[src/rtl/drop_sequencer_pkg.sv]
// Shared constants and state encoding for the token drop sequencer.
package drop_sequencer_pkg;

  localparam int unsigned NUM_COLS    = 7;
  localparam int unsigned NUM_ROWS    = 6;
  localparam int unsigned PIXELS      = 16;
  localparam int unsigned TOTAL_CELLS = NUM_COLS * NUM_ROWS;

  localparam int unsigned COL_W   = 3;
  localparam int unsigned FILL_W  = 3;
  localparam int unsigned PIX_W   = 4;
  localparam int unsigned TOTAL_W = 6;

  typedef enum logic [2:0] {
    IDLE,
    PREVIEW,
    DROP,
    COMMIT,
    FULL
  } state_t;

endpackage

[src/rtl/column_height_table.sv]
// Per-column fill counters with a combinational read port and saturating increment.
module column_height_table
  import drop_sequencer_pkg::*;
(
  input  logic                clk,
  input  logic                resetn,
  input  logic [COL_W-1:0]    rd_col,
  output logic [FILL_W-1:0]   rd_fill_c,
  input  logic                inc_en,
  input  logic [COL_W-1:0]    inc_col,
  output logic [NUM_COLS-1:0] col_full_c
);

  logic [FILL_W-1:0] fill [NUM_COLS];

  // Saturating increment; out-of-range columns are ignored.
  always_ff @(posedge clk or negedge resetn) begin
    if (!resetn) begin
      for (int i = 0; i < NUM_COLS; i++) fill[i] <= '0;
    end else if (inc_en && (inc_col < COL_W'(NUM_COLS)) &&
                 (fill[inc_col] < FILL_W'(NUM_ROWS))) begin
      fill[inc_col] <= fill[inc_col] + FILL_W'(1);
    end
  end

  assign rd_fill_c = (rd_col < COL_W'(NUM_COLS)) ? fill[rd_col] : '0;

  always_comb begin
    col_full_c = '0;
    for (int i = 0; i < NUM_COLS; i++) col_full_c[i] = (fill[i] == FILL_W'(NUM_ROWS));
  end

endmodule

[src/rtl/drop_sequencer.sv]
// Sequences hover-preview and drop draws of a 4x4 token, tracks column fill and turn order.
module drop_sequencer
  import drop_sequencer_pkg::*;
(
  input  logic               clk,
  input  logic               resetn,
  input  logic [COL_W-1:0]   col_sel,
  input  logic               move_req,
  input  logic               drop_req,
  output logic [PIX_W-1:0]   pixel_count,
  output logic [COL_W-1:0]   location,
  output logic [FILL_W-1:0]  decoded_height,
  output logic               go,
  output logic               player,
  output logic               plot,
  output logic               busy,
  output logic               done,
  output logic               reject,
  output logic               board_full
);

  state_t               state;
  logic [TOTAL_W-1:0]   total;
  logic [FILL_W-1:0]    rd_fill_c;
  logic [NUM_COLS-1:0]  col_full_c;
  logic                 col_ok_c;
  logic                 inc_en_c;

  assign col_ok_c = (col_sel < COL_W'(NUM_COLS));
  assign inc_en_c = (state == COMMIT);

  column_height_table u_heights (
    .clk        (clk),
    .resetn     (resetn),
    .rd_col     (col_sel),
    .rd_fill_c  (rd_fill_c),
    .inc_en     (inc_en_c),
    .inc_col    (location),
    .col_full_c (col_full_c)
  );

  // Sequencer: requests are only looked at in IDLE (and refused in FULL).
  always_ff @(posedge clk or negedge resetn) begin
    if (!resetn) begin
      state          <= IDLE;
      total          <= '0;
      player         <= 1'b0;
      pixel_count    <= '0;
      location       <= '0;
      decoded_height <= '0;
      go             <= 1'b0;
      plot           <= 1'b0;
      busy           <= 1'b0;
      done           <= 1'b0;
      reject         <= 1'b0;
      board_full     <= 1'b0;
    end else begin
      done   <= 1'b0;
      reject <= 1'b0;
      plot   <= (state == PREVIEW) || (state == DROP);
      unique case (state)
        IDLE: begin
          if (drop_req) begin
            if (col_ok_c && !col_full_c[col_sel]) begin
              state          <= DROP;
              location       <= col_sel;
              decoded_height <= FILL_W'(NUM_ROWS - 1) - rd_fill_c;
              go             <= 1'b1;
              pixel_count    <= '0;
              busy           <= 1'b1;
            end else begin
              reject <= 1'b1;
            end
          end else if (move_req) begin
            if (col_ok_c) begin
              state       <= PREVIEW;
              location    <= col_sel;
              go          <= 1'b0;
              pixel_count <= '0;
              busy        <= 1'b1;
            end else begin
              reject <= 1'b1;
            end
          end
        end
        PREVIEW, DROP: begin
          if (pixel_count == PIX_W'(PIXELS - 1)) begin
            if (state == DROP) begin
              state <= COMMIT;
              done  <= 1'b1;
            end else begin
              state <= IDLE;
              busy  <= 1'b0;
            end
          end else begin
            pixel_count <= pixel_count + PIX_W'(1);
          end
        end
        COMMIT: begin
          total  <= total + TOTAL_W'(1);
          player <= ~player;
          busy   <= 1'b0;
          if (total == TOTAL_W'(TOTAL_CELLS - 1)) begin
            state      <= FULL;
            board_full <= 1'b1;
          end else begin
            state <= IDLE;
          end
        end
        FULL: begin
          if (drop_req || move_req) reject <= 1'b1;
        end
        default: state <= IDLE;
      endcase
    end
  end

endmodule

[config.mk]
export PLATFORM = sky130hd
export DESIGN_NAME = drop_sequencer
export DESIGN_NICKNAME = d
export VERILOG_FILES = /design/src/rtl/drop_sequencer_pkg.sv /design/src/rtl/column_height_table.sv /design/src/rtl/drop_sequencer.sv
export SDC_FILE = /design/constraint.sdc
export NUM_CORES = 1
export LEC_CHECK = 0
export CORE_MARGIN = 1
export CORE_UTILIZATION = 57
export CTS_CLUSTER_DIAMETER = 40
export DETAILED_ROUTE_END_ITERATION = 8
export PLACE_DENSITY = 0.79
export SLEW_MARGIN = 25
export SYNTH_ARGS = -nofsm -noshare
export SYNTH_HDL_FRONTEND = slang
export SYNTH_SLANG_ARGS = --single-unit
[constraint.sdc]
create_clock -name clk -period 3.3 [get_ports clk]
set_input_delay 0.495 -clock clk [delete_from_list [all_inputs] [get_ports clk]]
set_output_delay 0.495 -clock clk [all_outputs]
set_load 0.03 [all_outputs]
**Word-level counts from Yosys, hierarchy flattened**

Index checks and enable logic that the tools add are counted.

- $add $sub $neg: 4
- Bitwise logic cells: 4
- Muxes and demuxes: 49
- Equality and inequality tests: 20
- Reductions and logical operators: 19
- Order comparisons: 7

Operators by type and width:

| kind | count |
|---|---|
| $mux 3 | 16 |
| $eq 3x3->1 const B | 8 |
| $bwmux 21 | 1 |
| $mux 4 | 5 |
| $bmux 3 s3 | 2 |
| $mux 1 | 18 |
| $pmux 3 s4 | 1 |
| $reduce_and 5->1 | 2 |
| $demux 3 s3 | 1 |
| $lt 3x3->1 const B | 3 |
| $ne 3x3->1 const B | 3 |
| $ge 4x4->1 const B | 2 |
| $not 3->4 | 2 |
| $pmux 4 s2 | 1 |
| $add 6x1->6 const B | 1 |
| $eq 3x2->1 const B | 2 |
| $eq 6x6->1 const B | 1 |
| $ne 2x2->1 const B | 3 |
| $reduce_and 6->1 | 1 |
| $reduce_bool 2->1 | 3 |
| $add 4x1->4 const B | 1 |
| $eq 4x4->1 const B | 1 |
| $logic_and 1x1->1 | 4 |
| $lt 3x4->1 const B | 1 |
| other kinds (18) | 20 |

- Bits of input ports: 7
- Register bits: 47
- Logic and storage cells: 122

**Logic depth before layout (Yosys ltp)**

- Depth in word-level cells: 8
- Mapped depth: 8
- Gate-level depth less buffers: 7

**By module**

A second synthesis with hierarchy kept.

- Cells, all modules: 225
- Area total of the unflattened synthesis: 2646.3 µm²

Modules (own cells, without submodules):

| module | cells an instance | area each (µm²) | times used | sequential area each (µm²) |
|---|---|---|---|---|
| column_height_table | 115 | 1413.9 | 1 | 525.5 |
| drop_sequencer | 110 | 1232.4 | 1 | 650.6 |

**Worst setup path after synthesis**

No wires, ideal clock.

- Kind: flip-flop to flip-flop
- Start point: reg location[0]
- End point: reg u_heights.fill[11] in the netlist's numbering
- Data required time: 3173 ps
- Setup time: 127 ps
- Slack: 517 ps
- Arrival: 2655 ps
- Buffers on the path: 1
- Cell stages (with the launch flop): 8
- Path through: dfrtp_1 -> buf_1 -> mux4_2 -> o21ai_1 -> inv_1 -> ha_1 -> xor2_1 -> mux2_1

- Longest elaborated chain between the ends: 6

Ends and longest elaborated chain:

| what | line | text |
|---|---|---|
| start: declaration | drop_sequencer.sv:11 | `output logic [COL_W-1:0] location,` |
| start signal: assignment | drop_sequencer.sv:66 | `location <= col_sel;` |
| start signal: assignment | drop_sequencer.sv:77 | `location <= col_sel;` |
| $not 3->4 (not written as such) | column_height_table.sv:21, column_height_table.sv:22 |  |
| $bmux 3 s3, or another cell as far along | column_height_table.sv:21, column_height_table.sv:22 |  |
| $mux 3 (not written as such) or $logic_and 1x1->1 (tied branches) | column_height_table.sv:21, column_height_table.sv:22 |  |
| $mux 3, on equally long branches | column_height_table.sv:21, column_height_table.sv:22 |  |
| $add 3x1->3, or another cell as far along | column_height_table.sv:22 | `fill[inc_col] <= fill[inc_col] + FILL_W'(1);` |
| $bwmux 21 or $logic_and 1x1->1 (tied branches) | column_height_table.sv:22, column_height_table.sv:20 |  |
| end signal: indexed assignment | column_height_table.sv:22 |  |
| end: declaration | column_height_table.sv:14 | `logic [FILL_W-1:0] fill [NUM_COLS];` |

Parallel ways exist; a longest one is shown, timed or not. The select of a mux whose other input is x is not followed.
A chain may end at the register's enable or synchronous reset.

**Final worst setup path**

- Start point: reg location[2]
- End point: reg u_heights.fill[17] in the netlist's numbering

Same word-level chain as after synthesis.

==> run_results.csv <==
group,metric,value,unit
clock_tree,cts_max_path_buffers,2,
logic_synthesis,ys_ff_latch,47,
clock_tree,ctsHoldBuffers,0,
detailed_routing,post-route-drc-count,0,
clock_tree,cts_buffers,5,
finish,drive_gt1_share,20.6,%
pwr,seqPwrFrac,36.4,%
timing,setup_viol,0,
logic_synthesis,synth_fp_nets,233,
timing,finClkSkew,0.00733,ns
timing,period_share,82.9,%
floorplanning,boundaryPins,24,
pwr,comb_power_share,47.2,%
detailed_routing,viasPerCell,6.12,
min_path,hold_path.class,"in -> async",
logic_synthesis,synthCells,222,
global_route,antenna_found_initial,0,
clock_tree,post_cts_buffers,0,
detailed_routing,first_iter_violations,103,
pwr,p_per_area,981,nW/µm²
pwr,power_frac_clock,16.4,%
logic_synthesis,yosys_warnings,0,
logic_synthesis,yosysTopAreaCellShare,44.5,%
global_route,grt_max_degree,48,
finish,fin_cells,300,
placement,port_buffers,23,
global_route,grt_use_total,23.8,%
finish,fillers,342,
clock_tree,cts_max_level,2,
timing,fmax,365,MHz
timing,drv_slew,0,
detailed_routing,totalWireLength,5260,µm
timing,hold_viol,0,
finish,area_growth,16.1,%
logic_synthesis,synth_cell_type_count,43,
critical_path,crit_arrival,2.93,ns
detailed_routing,firstDrtPassIters,4,
timing,slew_headroom,58.7,%
timing,hold_ws,0.193,ns
pwr,p_sw,1.24,mW
floorplanning,design.core.area,4410,µm²
logic_synthesis,synthFlopType,"dfrtp_1",
critical_path,cp-end-kind,"register",
logic_synthesis,synth_commonest_cells,"dfrtp_1, mux2_2, nand2_1",
finish,diodes,0,
placement,placed_cells,292,
logic_synthesis,yosysMostFrequentCell,"dfrtp_1",
pwr,intPower,1.77,mW
detailed_routing,vias,1837,
logic_synthesis,syn_avg_cell_area,11.9,µm²
timing,rsz0062_at_grt,"false",
timing,tightest_slew,0.619,ns
logic_synthesis,synthesis.area,2650,µm²
critical_path,critPathMaxFanout,15,
clock_tree,cts_tree,"done",
placement,dp_hpwl,3810,µm
run,cap_violations,0,
clock_tree,clock-sinks,47,
finish,nNetsFinal,258,
floorplanning,die_h,70.1,µm
logic_synthesis,async_flop_share,100,%
status,status,"complete, no violations",
pwr,ir_drop,0.530,mV
clock_tree,clk-insertion-delay-late,0.30,ns
floorplanning,start_util,59.9,%
floorplanning,fp-row-count,24,
timing,finalSetupTns,0,ns
detailed_routing,drt-wirelength-per-cell,17.5,µm
critical_path,required,3.49,ns
critical_path,critPathLaunchType,"register",
global_route,grt_overflow,0,
timing,min_period,2.74,ns
clock_tree,cts_root_buf,"clkbuf_8",
clock_tree,cts-resized-gates,0,
logic_synthesis,synth.area.top_cells,"dfrtp_1, mux2_2, mux2_1",
detailed_routing,ant_nets,0,
logic_synthesis,seq_area_frac_synth,44.5,%
floorplanning,die_x,70.1,µm
global_route,grt_pass1_vias,1768,
pwr,p_sw_share,41.2,%
pwr,leakage,1.31,nW
global_route,grt_pass1_wl,8890,µm
logic_synthesis,yosysTopAreaCell,"dfrtp_1",
logic_synthesis,synth_edf_count,0,
floorplanning,die_area,4920,µm²
placement,routabilityCongestion,0.808,
clock_tree,clkTransAtPathRegs,0.09,ns
critical_path,worstSetupPathType,"reg -> reg",
worst paths after layout:
kind / start / to / slack [ns] / depth (start not counted)
setup / recovery: location[2] / u_heights.fill[17] / 0.56 / 4
hold / removal: resetn / decoded_height[1] / 0.19 / 1
setup reg to reg: location[2] / u_heights.fill[17] / 0.56 / 4
hold reg to reg: board_full / board_full / 0.47 / 1
max in group asynchronous: resetn / u_heights.fill[11] / 2.71 / 1
min in group clk: board_full / board_full / 0.47 / 1
through the flow:
step	utilization, %	worst slack (ns)	cell area (µm²)	power, mW
CTS	69.5	0.589	3070	3.03
global route	69.6	0.481	3070	3.21
floorplan	-	0.517	2650	2.06
finish	69.6	0.563	3070	3.01
detailed placement	66.5	0.516	2940	2.53
global placement	66.5	0.545	2940	2.50
cells by family after synthesis:
logic type,Yosys count,synth area share (%)
xor+xnor,10,3.31
simple gates,59,13.5
compound gates,37,12.0
buf+inv,19,2.98
mux,46,21.9
fa+ha+maj,4,1.89
flops,47,44.5
cells in the final DEF (no fill, tap or decap), types with 2 or more instances in the layout:
master / count
a21o_1: 3
xor2_1: 2
and4b_1: 4
nor4_1: 2
clkdlybuf4s50_1: 22
nand2_1: 17
a2111oi_4: 4
o21ai_0: 11
mux4_2: 5
nand2b_1: 4
nand3_1: 3
a31oi_1: 2
nor4bb_1: 3
inv_1: 7
nor2_1: 5
nand4_1: 2
o211ai_1: 3
xnor2_1: 8
mux2_1: 10
bufinv_16: 2
nor2b_1: 6
mux2_2: 18
buf_4: 8
dfrtp_1: 47
mux2_4: 4
clkbuf_8: 5
a211oi_2: 2
nand3b_1: 4
mux2i_1: 9
ha_1: 4
a21oi_1: 8
layer usage:
metal	GRT usage [%]	share of wire, %	up-vias
met3	4.76	5.2	5
met2	36.3	46	43
met5	0	0	-
met1	33.9	47	925
met4	8.67	1.5	0
li1	-	-	864
power by group through the flow:
| stage | registers, mW | logic, mW | clock network [mW] |
|---|---|---|---|
| floorplan | 1.11 | 0.943 | 0 |
| global placement | 1.09 | 1.41 | 0 |
| detailed placement | 1.10 | 1.43 | 0 |
| CTS | 1.09 | 1.44 | 0.506 |
| global route | 1.13 | 1.55 | 0.529 |
| finish | 1.10 | 1.42 | 0.493 |
critical path: stages, from the launching register on:
cell and delay (ns):
dfrtp_1 0.74, mux2_4 0.35, mux4_2 0.63, a2111oi_4 0.52, mux2_2 0.38
flip-flops by register name, indices dropped and copies added, names as in the netlist:
name	count
board_full	1
busy	1
decoded_height	3
done	1
go	1
location	3
pixel_count	4
player	1
plot	1
reject	1
state	3
total	6
u_heights.fill	21
layout make-up:
cell class	count	area (µm²)	share of cell area (%)
flip-flops and latches	47	1180	38.3
well taps	52	65.1	2.12
repair buffers	30	280	9.13
clock buffers	6	72.6	2.36
inverters	7	26.3	0.856
clock inverters	2	60.1	1.96
multi-input cells	156	1390	45.3
Note: power is estimated with default switching activity, not from simulation.
